[src/rtl/fetch_pkg.sv]
// Shared types and constants for the instruction-fetch stage.
package fetch_pkg;

  localparam int unsigned XLEN             = 32;
  localparam int unsigned INSTR_BYTES      = 4;
  localparam logic [31:0] DEFAULT_RESET_PC = 32'h0000_0000;

  typedef enum logic [1:0] {
    HOLD = 2'd0,
    RUN  = 2'd1,
    TRAP = 2'd2
  } fetch_state_t;

  typedef struct packed {
    logic [31:0] pc;
    logic [31:0] instr;
  } fetch_entry_t;

endpackage

[src/rtl/fetch_queue.sv]
// Small synchronous FIFO of fetched {pc, instr} entries; flush beats push and
// discards everything left after a same-cycle pop.
module fetch_queue
  import fetch_pkg::*;
#(
  parameter int unsigned DEPTH = 2
) (
  input  logic                     clk,
  input  logic                     rst,
  input  logic                     push_i,
  input  logic                     pop_i,
  input  logic                     flush_i,
  input  fetch_entry_t             wdata_i,
  output fetch_entry_t             head_c_o,
  output logic [$clog2(DEPTH):0]   count_o,
  output logic                     full_c_o,
  output logic                     empty_c_o
);

  localparam int unsigned PTR_W = $clog2(DEPTH);
  localparam int unsigned CNT_W = PTR_W + 1;

  fetch_entry_t     mem_q [DEPTH];
  logic [PTR_W-1:0] wr_q, wr_d, rd_q, rd_d;
  logic [CNT_W-1:0] cnt_q, cnt_d;
  logic             do_push, do_pop;

  assign empty_c_o = (cnt_q == '0);
  assign full_c_o  = (cnt_q == CNT_W'(DEPTH));
  assign count_o   = cnt_q;
  assign head_c_o  = empty_c_o ? '0 : mem_q[rd_q];

  assign do_pop  = pop_i && !empty_c_o;
  assign do_push = push_i && (!full_c_o || do_pop);

  always_comb begin
    wr_d  = wr_q;
    rd_d  = rd_q;
    cnt_d = cnt_q;
    if (flush_i) begin
      wr_d  = '0;
      rd_d  = '0;
      cnt_d = '0;
    end else begin
      if (do_push) wr_d = wr_q + PTR_W'(1);
      if (do_pop)  rd_d = rd_q + PTR_W'(1);
      cnt_d = cnt_q + CNT_W'(do_push) - CNT_W'(do_pop);
    end
  end

  always_ff @(posedge clk) begin
    if (!rst) begin
      wr_q  <= '0;
      rd_q  <= '0;
      cnt_q <= '0;
    end else begin
      wr_q  <= wr_d;
      rd_q  <= rd_d;
      cnt_q <= cnt_d;
    end
  end

  // Payload storage needs no reset: the head reads zero whenever empty.
  always_ff @(posedge clk) begin
    if (rst && do_push && !flush_i) mem_q[wr_q] <= wdata_i;
  end

endmodule

[src/rtl/fetch_unit.sv]
// Instruction-fetch stage: owns the PC, fills the fetch queue from imem and
// handles redirects, halt and misaligned-target traps.
module fetch_unit
  import fetch_pkg::*;
#(
  parameter logic [31:0] RESET_PC   = DEFAULT_RESET_PC,
  parameter int unsigned FIFO_DEPTH = 2
) (
  input  logic        clk,
  input  logic        rst,
  output logic [31:0] imem_addr,
  input  logic [31:0] imem_instr,
  input  logic        redirect_valid,
  input  logic [31:0] redirect_target,
  input  logic        halt_req,
  output logic        out_valid,
  input  logic        out_ready,
  output logic [31:0] out_instr,
  output logic [31:0] out_pc,
  output logic        trap,
  output logic [31:0] trap_pc
);

  localparam int unsigned CNT_W = $clog2(FIFO_DEPTH) + 1;

  fetch_state_t     state_q, state_d;
  logic [XLEN-1:0]  pc_q, pc_d;
  logic [XLEN-1:0]  trap_pc_q, trap_pc_d;
  logic             trap_q, trap_d;
  logic             push_c, pop_c, flush_c;
  logic             full_c, empty_c;
  logic [CNT_W-1:0] count;
  fetch_entry_t     head_c;

  assign pop_c = !empty_c && out_ready;

  // Next-state, PC and trap logic; redirect outranks fetch.
  always_comb begin
    state_d   = state_q;
    pc_d      = pc_q;
    trap_d    = trap_q;
    trap_pc_d = trap_pc_q;
    push_c    = 1'b0;
    flush_c   = 1'b0;
    case (state_q)
      HOLD: state_d = RUN;
      RUN: begin
        if (redirect_valid) begin
          flush_c = 1'b1;
          if (redirect_target[1:0] == 2'b00) begin
            pc_d = redirect_target;
          end else begin
            state_d   = TRAP;
            trap_d    = 1'b1;
            trap_pc_d = redirect_target;
          end
        end else if (!halt_req && (!full_c || pop_c)) begin
          push_c = 1'b1;
          pc_d   = pc_q + XLEN'(INSTR_BYTES);
        end
      end
      TRAP: state_d = TRAP;
      default: state_d = HOLD;
    endcase
  end

  always_ff @(posedge clk) begin
    if (!rst) begin
      state_q   <= HOLD;
      pc_q      <= RESET_PC;
      trap_q    <= 1'b0;
      trap_pc_q <= '0;
    end else begin
      state_q   <= state_d;
      pc_q      <= pc_d;
      trap_q    <= trap_d;
      trap_pc_q <= trap_pc_d;
    end
  end

  fetch_queue #(
    .DEPTH(FIFO_DEPTH)
  ) u_queue (
    .clk      (clk),
    .rst      (rst),
    .push_i   (push_c),
    .pop_i    (pop_c),
    .flush_i  (flush_c),
    .wdata_i  ({pc_q, imem_instr}),
    .head_c_o (head_c),
    .count_o  (count),
    .full_c_o (full_c),
    .empty_c_o(empty_c)
  );

  // Address is forced to the reset vector while reset is asserted.
  assign imem_addr = rst ? pc_q : RESET_PC;
  assign out_valid = (count != '0);
  assign out_instr = head_c.instr;
  assign out_pc    = head_c.pc;
  assign trap      = trap_q;
  assign trap_pc   = trap_pc_q;

endmodule

[config.mk]
export PLATFORM = sky130hd
export DESIGN_NAME = fetch_unit
export DESIGN_NICKNAME = d
export VERILOG_FILES = /design/src/rtl/fetch_pkg.sv /design/src/rtl/fetch_queue.sv /design/src/rtl/fetch_unit.sv
export SDC_FILE = /design/constraint.sdc
export NUM_CORES = 1
export LEC_CHECK = 0
export ABC_AREA = 1
export ABC_CLOCK_PERIOD_IN_PS = 5400
export CAP_MARGIN = 40
export CORE_MARGIN = 4
export CORE_UTILIZATION = 35
export DETAILED_ROUTE_END_ITERATION = 8
export GPL_TIMING_DRIVEN = 0
export PLACE_DENSITY = 0.6
export SLEW_MARGIN = 20
export SYNTH_ARGS = -nofsm -noshare
export SYNTH_HDL_FRONTEND = slang
export SYNTH_HIERARCHICAL = 1
export SYNTH_SLANG_ARGS = --single-unit
[constraint.sdc]
create_clock -name clk -period 5.4 [get_ports clk]
set_clock_uncertainty 0.1 [all_clocks]
set_input_delay 0.54 -clock clk [delete_from_list [all_inputs] [get_ports clk]]
set_output_delay 0.54 -clock clk [all_outputs]
set_load 0.05 [all_outputs]
## After elaboration in Yosys (flattened, before gate mapping)

Memories as Yosys holds them, arrays and structs flattened. A register that Yosys moved wholly into a read port is not among the register bits.
Index checks and enable logic that the tools add are counted.

- $add $sub $neg: 5
- Equal/unequal tests: 6
- Mux-type cells: 17
- Bitwise operators: 2
- Reduce and logical (&&, ||, !) cells: 21

Operators by type and width:

| kind | count |
|---|---|
| two-way mux 32 bit | 4 |
| two-way mux 64 bit | 1 |
| adder 32 x 3 -> 32 bit, second input constant | 1 |
| two-way mux 1 bit | 9 |
| logical AND 1 bit | 6 |
| zero test 2 bit | 3 |
| one-hot mux 2 bit (3 select lines) | 1 |
| AND reduction 3 bit | 2 |
| equality test 2 bit, second input constant | 2 |
| zero test 1 bit | 4 |
| two-way mux 2 bit | 2 |
| inequality test 2 bit, second input constant | 2 |
| nonzero test 2 bit | 2 |
| adder 1 bit, second input constant | 2 |
| adder 2 x 1 -> 2 bit | 1 |
| equality test 2 x 1 -> 1 bit, second input constant | 1 |
| logical OR 1 bit | 2 |
| inequality test 2 x 1 -> 1 bit, second input constant | 1 |
| inverter 1 bit | 2 |
| AND reduction 2 bit | 1 |
| OR reduction 2 bit | 1 |
| subtractor 2 x 1 -> 2 bit | 1 |

- Register bits: 71
- Bits in writable memories: 128
- Output and inout bits: 130
- Word-level logic and storage cells: 59
- Memories: 1

Memory list:

| name | depth | width | rd ports | clocked after memory_dff | wr ports | line | source |
|---|---|---|---|---|---|---|---|
| u_queue.mem_q | 2 | 64 | 1 | 1 | 1 | fetch_queue.sv:23 | `fetch_entry_t mem_q [DEPTH];` |

## Depth between registers and ports, before layout

Gate-level depths: netlist (run 1).

- Depth in word-level cells: 13
- Depth in mapped cells: 18

## Hierarchy

Netlist (run 1), hierarchy kept.

Modules (own cells, without submodules):

| module | instances | cells an instance | area an instance (um^2) |
|---|---|---|---|
| fetch_queue | 1 | 388 | 5332.6 |
| fetch_unit | 1 | 622 | 3634.7 |

## Worst setup path after synthesis (run 1)

OpenSTA, ideal clock, no wires.

- Path type: register to register
- Start: reg u_queue.cnt_q[1] (netlist: u_queue/count_o[1])
- End: mem u_queue/mem_q[1][0] in the netlist's numbering, enable pin
- Library setup time: 0.486 ns
- Arrival: 3.691 ns
- Data required time: 4.814 ns
- Path slack: 1.123 ns
- Cell stages (with the launch flop): 8
- Path buffers: 1
- Path through: dfxtp_1 -> nor2_4 -> buf_2 -> o21ai_0 -> nand2_1 -> inv_1 -> o21ai_2 -> nor2_1

- Longest elaborated chain between the ends: 13

RTL lines:

| element | line | source |
|---|---|---|
| from (decl) | fetch_queue.sv:25 | `logic [CNT_W-1:0] cnt_q, cnt_d;` |
| from (signal assigned) | fetch_queue.sv:59 | `cnt_q <= cnt_d;` |
| zero test 2 bit | fetch_queue.sv:28 | `assign empty_c_o = (cnt_q == '0);` |
| via empty_c | fetch_unit.sv:31 | `logic full_c, empty_c;` |
| zero test 1 bit | fetch_unit.sv:35 | `assign pop_c = !empty_c && out_ready;` |
| logical AND 1 bit | fetch_unit.sv:35 |  |
| logical OR 1 bit | fetch_unit.sv:57 | `end else if (!halt_req && (!full_c \|\| pop_c)) begin` |
| logical AND 1 bit | fetch_unit.sv:57 |  |
| two-way mux 1 bit | fetch_unit.sv:57 |  |
| two-way mux 1 bit | fetch_unit.sv:48 | `if (redirect_valid) begin` |
| two-way mux 1 bit | fetch_unit.sv:45 | `case (state_q)` |
| via push_c | fetch_unit.sv:30 | `logic push_c, pop_c, flush_c;` |
| logical AND 1 bit | fetch_queue.sv:34 | `assign do_push = push_i && (!full_c_o \|\| do_pop);` |
| logical AND 1 bit (2 in a row) | fetch_queue.sv:65 | `if (rst && do_push && !flush_i) mem_q[wr_q] <= wdata_i;` |
| two-way mux 1 bit | fetch_queue.sv:65 |  |
| two-way mux 1 bit (implied by the code) | fetch_queue.sv:65 |  |
| to (decl) | fetch_queue.sv:23 |  |

The timed path passes the listed nets, and every way through them passes these cells.

## Final worst setup path (run 1)

- Start: in rst
- End: out imem_addr[18]

- Longest elaborated chain between the ends: 1

RTL lines:

| element | line | source |
|---|---|---|
| from (decl) | fetch_unit.sv:10 | `input logic rst,` |
| two-way mux 32 bit | fetch_unit.sv:97 | `assign imem_addr = rst ? pc_q : RESET_PC;` |
| to (decl) | fetch_unit.sv:11 | `output logic [31:0] imem_addr,` |

No other way between the ends.

==> flow_summary.yaml, run 1 <==
worst_hold_path:
  hold_path.class: "flip-flop to flip-flop"
  hold_path_depth: 2
placed_design:
  dp_cells: 1542
  postPlaceCellArea_mm2: 0.0115
  dp.final_hpwl_um: 17800
  pre_cts_ws_ns: 1.60
  portBuffers: 198
  gp_congestion: 0.881
floorplan:
  dieHeight_um: 168
  fp.coreArea_mm2: 0.0252
  initial_core_util_pct: 35.6
  pin_count: 199
  die_w_um: 168
  rows: 58
  dieArea_mm2: 0.0282
routing:
  vias: 7175
  wl_per_cell_um: 15.3
  via_per_inst: 4.56
  ant_nets: 0
  drc: 0
  routed_wl_um: 24000
  drt_iter0_drc: 415
  drt_pass1_iterations: 5
sta:
  finalHoldViolations: 0
  max_slew_margin_pct: 57.1
  setup_viol: 0
  fmax_mhz: 266
  rsz0062_at_grt: "no"
  worstMarginPinSlew_ns: 0.643
  setup_ws_ns: 1.64
  fin_crit_sh_pct: 69.7
  slew_violations: 0
  hold-worst-slack_ns: 0.364
  layout_min_cycle_time_ns: 3.76
logic_synthesis:
  synth_top_cell_by_area: "edfxtp_1"
  synth.distinct_cells: 27
  ys_warn_count: 6
  ys_seq_area_share_pct: 58.9
  syn_nets: 1083
  yosys-top-cells-area: "edfxtp_1 43%, dfxtp_1 16%, nand2_1 13%"
  yosysMostFrequentCell: "nand2_1"
  synth_edf_count: 128
  synth_top_area_share_pct: 42.9
  ys_seq_elements: 200
  yosys_most_used_dff: "edfxtp_1"
  syn_area_mm2: 0.00897
  async_reset_ff_share_pct: 0
  synth_cells: 1010
  netlist_top_cells_count: "321 x nand2_1, 169 x nor2_1, 128 x edfxtp_1"
  avgSynthCellArea_um2: 8.88
clock_tree:
  cts_setup_buffers: 0
  hold_buffers: 0
  numCtsBuffers: 17
  cts_sinks: 200
  cts_tree: "yes"
  cts_root_buffer: "clkbuf_16"
  clk_pin_slew_ns: 0.07
  cts_resized: 0
  cts_max_path_buffers: 2
  insertion_delay_ns: 0.43
  htree_levels: 4
global_routing:
  grt_max_degree: 51
  grt_pass1_wl_um: 37600
  grt_remaining_overflow: 0
  grt_use_total_pct: 16.8
  grt_pass1_vias: 7017
  antenna_found_initial: 0
finish:
  final_nets: 1304
  drive_gt1_share_pct: 9.32
  synthToLayoutAreaGrowth_pct: 33.9
  design_area_mm2: 0.0120
  layout.cells.non_filler: 1574
  final_core_util_pct: 47.7
  diodes: 0
  fillCellCount: 2415
critical_path:
  arrival_ns: 3.12
  crit_type: "primary input to output pin"
  reg2regPathDepth: 10
  worstPathMaxFanout: 10
  start_kind: "primary input"
  worstSetupEndpointType: "output pin"
  worstPathRequired_ns: 4.76
run_status:
  status: "completed"
job:
  maxCapViolCount: 0
pwr:
  p_leak_nw: 4.59
  vdd_drop_max_mv: 0.169
  power_density_mw_per_mm2: 327
[through the flow]
step / setup TNS (ns) / power [mW]
global route: 0 / 4.12
global placement: -74.02 / 2.80
CTS: 0 / 3.98
detailed placement: 0 / 2.81
finish: 0 / 3.93
floorplan: 0 / 2.45
[flip-flops by register name, indices dropped and copies added (netlist names), named ones only]
name             count
trap_pc             32
u_queue/rd_q         1
u_queue/mem_q      128
trap                 1
u_queue/count_o      2
state_q              2
u_queue/wr_q         1
pc_q                32
[report_power, final]
part / switching (mW) / internal, mW / total, mW
logic: 0.643 / 0.325 / 0.968
registers: 0.0736 / 1.73 / 1.81
clock network: 0.565 / 0.593 / 1.16
[worst paths after layout]
check / endpoint / from / slack, ns
hold reg to reg: trap_pc[0]$_SDFFE_PN0P_ / trap_pc[0]$_SDFFE_PN0P_ / 0.36
setup reg to reg: u_queue/mem_q[0][15]$_DFFE_PP_ / u_queue/count_o[1]$_SDFF_PP0_ / 2.98
hold / removal: trap_pc[0]$_SDFFE_PN0P_ / trap_pc[0]$_SDFFE_PN0P_ / 0.36
setup / recovery: imem_addr[18] / rst / 1.64
[routing by layer]
layer	track usage, %	wire length (um)	vias to the layer above	part of all wire [%]
met5	0	0	-	0
met4	3.42	238	0	0.99
met3	5.19	1550	13	6.4
met2	27.2	11000	200	46
met1	22.4	11300	3268	47
li1	-	-	3694	-
[final cells by class]
class,instances,area (um^2),area share [%]
Sequential cell,200,5290,44.0
Tap cell,330,413,3.44
Buffer,45,319,2.66
Timing Repair Buffer,202,2090,17.4
Clock buffer,18,429,3.57
Multi-Input combinational cell,677,3040,25.3
Clock inverter,14,100,0.833
Inverter,88,333,2.77
[cell usage in the layout (no fill, tap or decap), types with 4 or more instances in the layout]
master and count:
a21oi_1 23, a21oi_2 50, buf_12 6, buf_16 4
buf_2 9, buf_4 7, clkbuf_1 18, clkbuf_16 17
clkdlybuf4s50_1 198, clkinvlp_4 4, dfxtp_1 72, edfxtp_1 128
ha_1 4, inv_1 84, nand2_1 321, nand3_1 37
nor2_1 168, o21ai_0 61
[cells by family after synthesis]
logic type | count (synthesis) | synth area share [%]
simple gates | 531 | 23.0
buf+inv | 133 | 7.24
compound gates | 140 | 10.1
xor+xnor | 2 | 0.195
flops | 200 | 58.9
fa+ha+maj | 4 | 0.558
[critical path, stage by stage]
cell and delay, ns:
clkdlybuf4s50_1 0.54, clkbuf_1 0.47, buf_1 0.49, nand2_1 0.14, inv_1 0.12, clkdlybuf4s50_1 0.81
(Power assumes the default switching activity.)
==> run 2: changes to the inputs <==
--- a/config.mk
+++ b/config.mk
@@ -6,13 +6,13 @@
 export NUM_CORES = 1
 export LEC_CHECK = 0
 export ABC_AREA = 1
-export ABC_CLOCK_PERIOD_IN_PS = 5400
+export ABC_CLOCK_PERIOD_IN_PS = 3100
 export CAP_MARGIN = 40
 export CORE_MARGIN = 4
 export CORE_UTILIZATION = 35
 export DETAILED_ROUTE_END_ITERATION = 8
 export GPL_TIMING_DRIVEN = 0
-export PLACE_DENSITY = 0.6
+export PLACE_DENSITY = 0.62
 export SLEW_MARGIN = 20
 export SYNTH_ARGS = -nofsm -noshare
 export SYNTH_HDL_FRONTEND = slang
==> constraint.sdc (replaced) <==
create_clock -name clk -period 3.1 [get_ports clk]
set_clock_uncertainty 0.1 [all_clocks]
set_input_delay 0.31 -clock clk [delete_from_list [all_inputs] [get_ports clk]]
set_output_delay 0.31 -clock clk [all_outputs]
set_load 0.05 [all_outputs]
==> flow_summary.yaml, run 2 (synthesized netlist as in run 1, its figures left out) <==
run_status:
  status: "completed"
finish:
  layout_common_cells: "321 x nand2_1, 197 x clkdlybuf4s50_1, 168 x nor2_1"
  final_common_cell: "nand2_1"
  diodes: 0
  multi_input_area_mm2: 0.00304
  regMostFlops: "u_queue/mem_q"
  fillCellCount: 2377
  final_nets: 1304
  synthToLayoutAreaGrowth_pct: 34.4
  largest_reg_flops: 128
  register_area_mm2: 0.00529
  drive_gt1_share_pct: 9.73
placed_design:
  dp.final_hpwl_um: 17700
  portBuffers: 198
  gp_congestion: 0.895
sta:
  hold-worst-slack_ns: 0.355
  rsz0062_at_grt: "no"
  max_slew_margin_pct: 59.7
  setup_viol: 0
  fin_crit_sh_pct: 93.2
  fmax_mhz: 346
  layout_min_cycle_time_ns: 2.89
  slew_violations: 0
  finalHoldViolations: 0
  worstMarginPinSlew_ns: 0.603
  totalNegativeSetupSlack_ns: 0
critical_path:
  critPathTopFamily: "buffers and inverters"
  crit_path_end: "imem_addr[17]"
  cp_num_cells: 6
  startpoint: "rst"
  r2r-start: "state_q[1]$_SDFFE_PN0P_"
  worstSetupEndpointType: "output pin"
  crit_type: "primary input to output pin"
  start_kind: "primary input"
  worstPathMaxFanout: 10
  reg2regPathDepth: 9
  worst-path-buf-inv: 5
  arrival_ns: 2.48
  reg2reg_slack_ns: 0.58
  r2r-end: "u_queue/mem_q[1][63]$_DFFE_PP_"
  worstPathRequired_ns: 2.69
  crit_chain: "clkdlybuf4s50_1 > clkbuf_2 > clkbuf_2 > nand2_1 > inv_1 > clkdlybuf4s50_1"
  critPathMaxStageDelay_ns: 0.82
  crit_slowest_cell: "clkdlybuf4s50_1"
pwr:
  p_sw_mw: 2.26
  vdd_drop_max_mv: 0.327
  comb_power_share_pct: 24.2
  intPower_mw: 4.71
  p_leak_nw: 4.64
  power_density_mw_per_mm2: 578
  clock_power_share_pct: 30.6
  seqPwrFrac_pct: 45.2
  swShare_pct: 32.4
floorplan:
  dieHeight_um: 168
  die_w_um: 168
  initial_core_util_pct: 35.6
  dieArea_mm2: 0.0282
  fp.coreArea_mm2: 0.0252
  rows: 58
  pin_count: 199
global_routing:
  grt_use_total_pct: 16.9
  grt_pass1_vias: 7032
  antenna_found_initial: 0
  grt_remaining_overflow: 0
  grt_pass1_wl_um: 37700
  grt_max_degree: 53
clock_tree:
  cts_max_path_buffers: 2
  cts_sinks: 200
  cts_root_buffer: "clkbuf_16"
  clk_pin_slew_ns: 0.07
  htree_levels: 4
  insertion_delay_ns: 0.43
  numCtsBuffers: 17
  cts_tree: "yes"
  hold_buffers: 0
routing:
  drt_pass1_iterations: 5
  via_per_inst: 4.55
  ant_nets: 0
  wl_per_cell_um: 15.2
  drc: 0
  drt_iter0_drc: 428
  vias: 7162
  routed_wl_um: 23900
worst_hold_path:
  hold_path.class: "flip-flop to flip-flop"
  hold_path_depth: 0
job:
  maxCapViolCount: 0
-- run 2: cell types whose count changed in the layout (fill, tap and decap cells not counted), moves of 2 or more --
| cell | before | now |
|---|---|---|
| clkbuf_1 | 18 | 16 |
| clkinvlp_4 | 4 | 2 |
| clkinv_4 | 1 | 5 |
| clkbuf_2 | 0 | 3 |
| buf_1 | 3 | 1 |
-- run 2: through the flow --
| step | cells | util, % | total power [mW] | setup WS (ns) | area (um^2) |
|---|---|---|---|---|---|
| 2_1_floorplan | 1010 | - | 4.27 | 0.181 | 8970 |
| 3_3_place_gp | 1538 | 45.2 | 4.88 | -1.04 | 11400 |
| 3_5_place_dp | 1542 | 45.6 | 4.90 | -0.175 | 11500 |
| 4_1_cts | 1574 | 47.8 | 7.06 | 0.0234 | 12000 |
| 5_1_grt | 1574 | 47.9 | 7.31 | 0.0957 | 12100 |
| 6_report | 1574 | 47.9 | 6.97 | 0.211 | 12100 |
-- run 2: final cells by class --
class,count,area share (%)
flip-flops and latches,200,43.9
multi-input cells,677,25.2
repair buffers,202,17.3
clock buffers,17,3.53
well taps,330,3.43
inverters,88,2.76
plain buffers,45,2.68
clock inverters,15,1.19
-- run 2: what timing repair did --
action	in CTS	in global routing
buffers inserted	0	0
gates resized for setup	1	3
hold endpoints to repair	0	0
setup endpoints to repair	17	16
-- run 2: power groups by stage --
stage | logic (mW) | registers [mW] | clock network [mW]
after floorplan | 0.828 | 3.44 | 0
after global placement | 1.68 | 3.20 | 0
after detailed placement | 1.70 | 3.20 | 0
after CTS | 1.70 | 3.15 | 2.21
after global routing | 1.81 | 3.17 | 2.33
final | 1.69 | 3.15 | 2.13
-- run 2: how the worst min path moves through the flow --
stage,from,to
6_report,pc_q[1]$_SDFFE_PN0P_,u_queue/mem_q[1][33]$_DFFE_PP_
5_1_grt,imem_instr[8],u_queue/mem_q[1][8]$_DFFE_PP_
4_1_cts,imem_instr[6],u_queue/mem_q[0][6]$_DFFE_PP_
3_5_place_dp,pc_q[1]$_SDFFE_PN0P_,u_queue/mem_q[0][33]$_DFFE_PP_
3_3_place_gp,pc_q[1]$_SDFFE_PN0P_,u_queue/mem_q[0][33]$_DFFE_PP_
2_1_floorplan,imem_instr[0],u_queue/mem_q[0][0]$_DFFE_PP_
-- run 2: per-layer routing --
| metal | share of wire [%] | GRT usage (%) |
|---|---|---|
| met1 | 46 | 22.4 |
| met3 | 6.7 | 4.72 |
| met4 | 1.2 | 4.13 |
| met2 | 46 | 27.8 |
| met5 | 0 | 0 |
==> run 3: changes to the inputs <==
--- a/config.mk
+++ b/config.mk
@@ -8,11 +8,13 @@
 export ABC_AREA = 1
 export ABC_CLOCK_PERIOD_IN_PS = 3100
 export CAP_MARGIN = 40
+export CELL_PAD_IN_SITES_DETAIL_PLACEMENT = 1
+export CELL_PAD_IN_SITES_GLOBAL_PLACEMENT = 2
 export CORE_MARGIN = 4
-export CORE_UTILIZATION = 35
+export CORE_UTILIZATION = 27
 export DETAILED_ROUTE_END_ITERATION = 8
 export GPL_TIMING_DRIVEN = 0
-export PLACE_DENSITY = 0.62
+export PLACE_DENSITY = 0.77
 export SLEW_MARGIN = 20
 export SYNTH_ARGS = -nofsm -noshare
 export SYNTH_HDL_FRONTEND = slang
==> flow_summary.yaml, run 3 (synthesized netlist as in run 1, its figures left out) <==
finish:
  fillCellCount: 3802
  layout_common_cells: "321 x nand2_1, 198 x clkdlybuf4s50_1, 168 x nor2_1"
  regMostFlops: "u_queue/mem_q"
  register_area_mm2: 0.00529
  layout.cells.non_filler: 1686
  final_nets: 1304
  synthToLayoutAreaGrowth_pct: 36.3
  largest_reg_flops: 128
  diodes: 0
  drive_gt1_share_pct: 9.89
  final_common_cell: "nand2_1"
  multi_input_area_mm2: 0.00304
floorplan:
  fp.coreArea_mm2: 0.0326
  pin_count: 199
  dieHeight_um: 190
  die_w_um: 190
  rows: 66
  initial_core_util_pct: 27.5
  dieArea_mm2: 0.0362
routing:
  via_per_inst: 4.31
  drt_iter0_drc: 235
  wl_per_cell_um: 16.5
  drt_pass1_iterations: 7
  vias: 7273
  drc: 0
  ant_nets: 0
  routed_wl_um: 27900
critical_path:
  worstPathMaxFanout: 10
  crit_type: "primary input to output pin"
  reg2reg_slack_ns: 0.20
  r2r-start: "state_q[1]$_SDFFE_PN0P_"
  worstSetupEndpointType: "output pin"
  reg2regPathDepth: 10
  r2r-end: "u_queue/mem_q[1][62]$_DFFE_PP_"
  crit_chain: "clkdlybuf4s50_1 > clkbuf_2 > buf_2 > nand2_1 > inv_1 > clkdlybuf4s50_1"
  crit_slowest_cell: "clkdlybuf4s50_1"
  worstPathRequired_ns: 2.69
  crit_top_cell: "clkdlybuf4s50_1"
  start_kind: "primary input"
  critPathMaxStageDelay_ns: 0.82
  arrival_ns: 2.52
global_routing:
  antenna_found_initial: 0
  grt_use_total_pct: 15.4
  grt_pass1_wl_um: 43500
  grt_max_degree: 47
  grt_pass1_vias: 7666
  grt_remaining_overflow: 0
sta:
  rsz0062_at_grt: "no"
  setup_viol: 0
  finalHoldViolations: 0
  layout_min_cycle_time_ns: 2.93
  worstMarginPinSlew_ns: 0.632
  hold-worst-slack_ns: 0.344
  fin_crit_sh_pct: 94.4
  fmax_mhz: 342
  max_slew_margin_pct: 57.9
  slew_violations: 0
  setup_ws_ns: 0.175
worst_hold_path:
  hold_path_depth: 1
  hold-path-endpoint: "u_queue/mem_q[0][30]$_DFFE_PP_"
  hold_path.class: "primary input to flip-flop"
  worstHoldStart: "imem_instr[30]"
placed_design:
  dp_cells: 1654
  dp.final_hpwl_um: 21200
  gp_congestion: 0.754
  portBuffers: 198
  pre_cts_ws_ns: -0.303
clock_tree:
  numCtsBuffers: 17
  htree_levels: 4
  cts_max_path_buffers: 2
  cts_setup_buffers: 0
  insertion_delay_ns: 0.45
  cts_root_buffer: "clkbuf_16"
  hold_buffers: 0
  cts_sinks: 200
  cts_tree: "yes"
  clk_pin_slew_ns: 0.09
pwr:
  power_density_mw_per_mm2: 581
  p_leak_nw: 4.64
  vdd_drop_max_mv: 0.381
job:
  maxCapViolCount: 0
run_status:
  status: "completed"
## run 3: cell count changes in the layout (fill, tap and decap cells not counted), sizes merged
cell | previous run | this run
buf | 28 | 30
clkbuf | 38 | 36
inv | 92 | 94
bufinv | 1 | 0
clkdlybuf4s50 | 197 | 198
clkinvlp | 2 | 1
dlymetal6s2s | 1 | 0
## run 3: worst max-delay path by stage
| stage | start | endpoint | slack [ns] | depth (start not counted) |
|---|---|---|---|---|
| finish | rst | imem_addr[16] | 0.17 | 6 |
| global route | rst | imem_addr[18] | 0.02 | 6 |
| CTS | rst | imem_addr[16] | 0.13 | 6 |
| detailed placement | rst | imem_addr[5] | -0.30 | 6 |
| global placement | redirect_valid | u_queue/mem_q[0][7]$_DFFE_PP_ | -1.18 | 8 |
| floorplan | u_queue/count_o[1]$_SDFF_PP0_ | u_queue/mem_q[0][0]$_DFFE_PP_ | 0.18 | 9 |
## run 3: layer usage
layer | vias up | wire (um) | track usage [%]
met5 | - | 0 | 0
met4 | 0 | 181 | 2.76
met3 | 11 | 1560 | 4.06
met2 | 156 | 13000 | 25.8
met1 | 3407 | 13100 | 20.5
li1 | 3699 | - | -
## run 3: worst max-delay path, delay by kind of cell
| kind | cells | cell delay (ns) |
|---|---|---|
| and+or+nand+nor | 1 | 0.09 |
| buffers and inverters | 5 | 2.09 |
## run 3: what timing repair did
action                     4_1_cts  5_1_grt
gates resized for setup          3        0
setup endpoints to repair       17        0
hold endpoints to repair         0        0
## run 3: report_power, final
part | total (mW) | internal (mW) | switching (mW)
logic | 1.70 | 0.567 | 1.14
clock network | 2.25 | 1.09 | 1.16
registers | 3.15 | 3.02 | 0.136
total | 7.10 | 4.67 | 2.43
## run 3: cell type report
cell class	instances	share of cell area [%]
flip-flops and latches	200	43.2
multi-input cells	677	24.9
repair buffers	202	17.1
well taps	442	4.52
clock buffers	17	3.48
inverters	88	2.72
plain buffers	45	2.64
clock inverters	15	1.43
## run 3: metrics by stage
step	util (%)	setup TNS, ns	area (um^2)	power, mW
detailed placement	35.6	-4.52	11600	4.94
finish	37.5	0	12200	7.10
CTS	37.5	0	12200	7.23
global route	37.5	0	12200	7.49
global placement	35.3	-114.71	11500	4.91
floorplan	-	0	8970	4.27
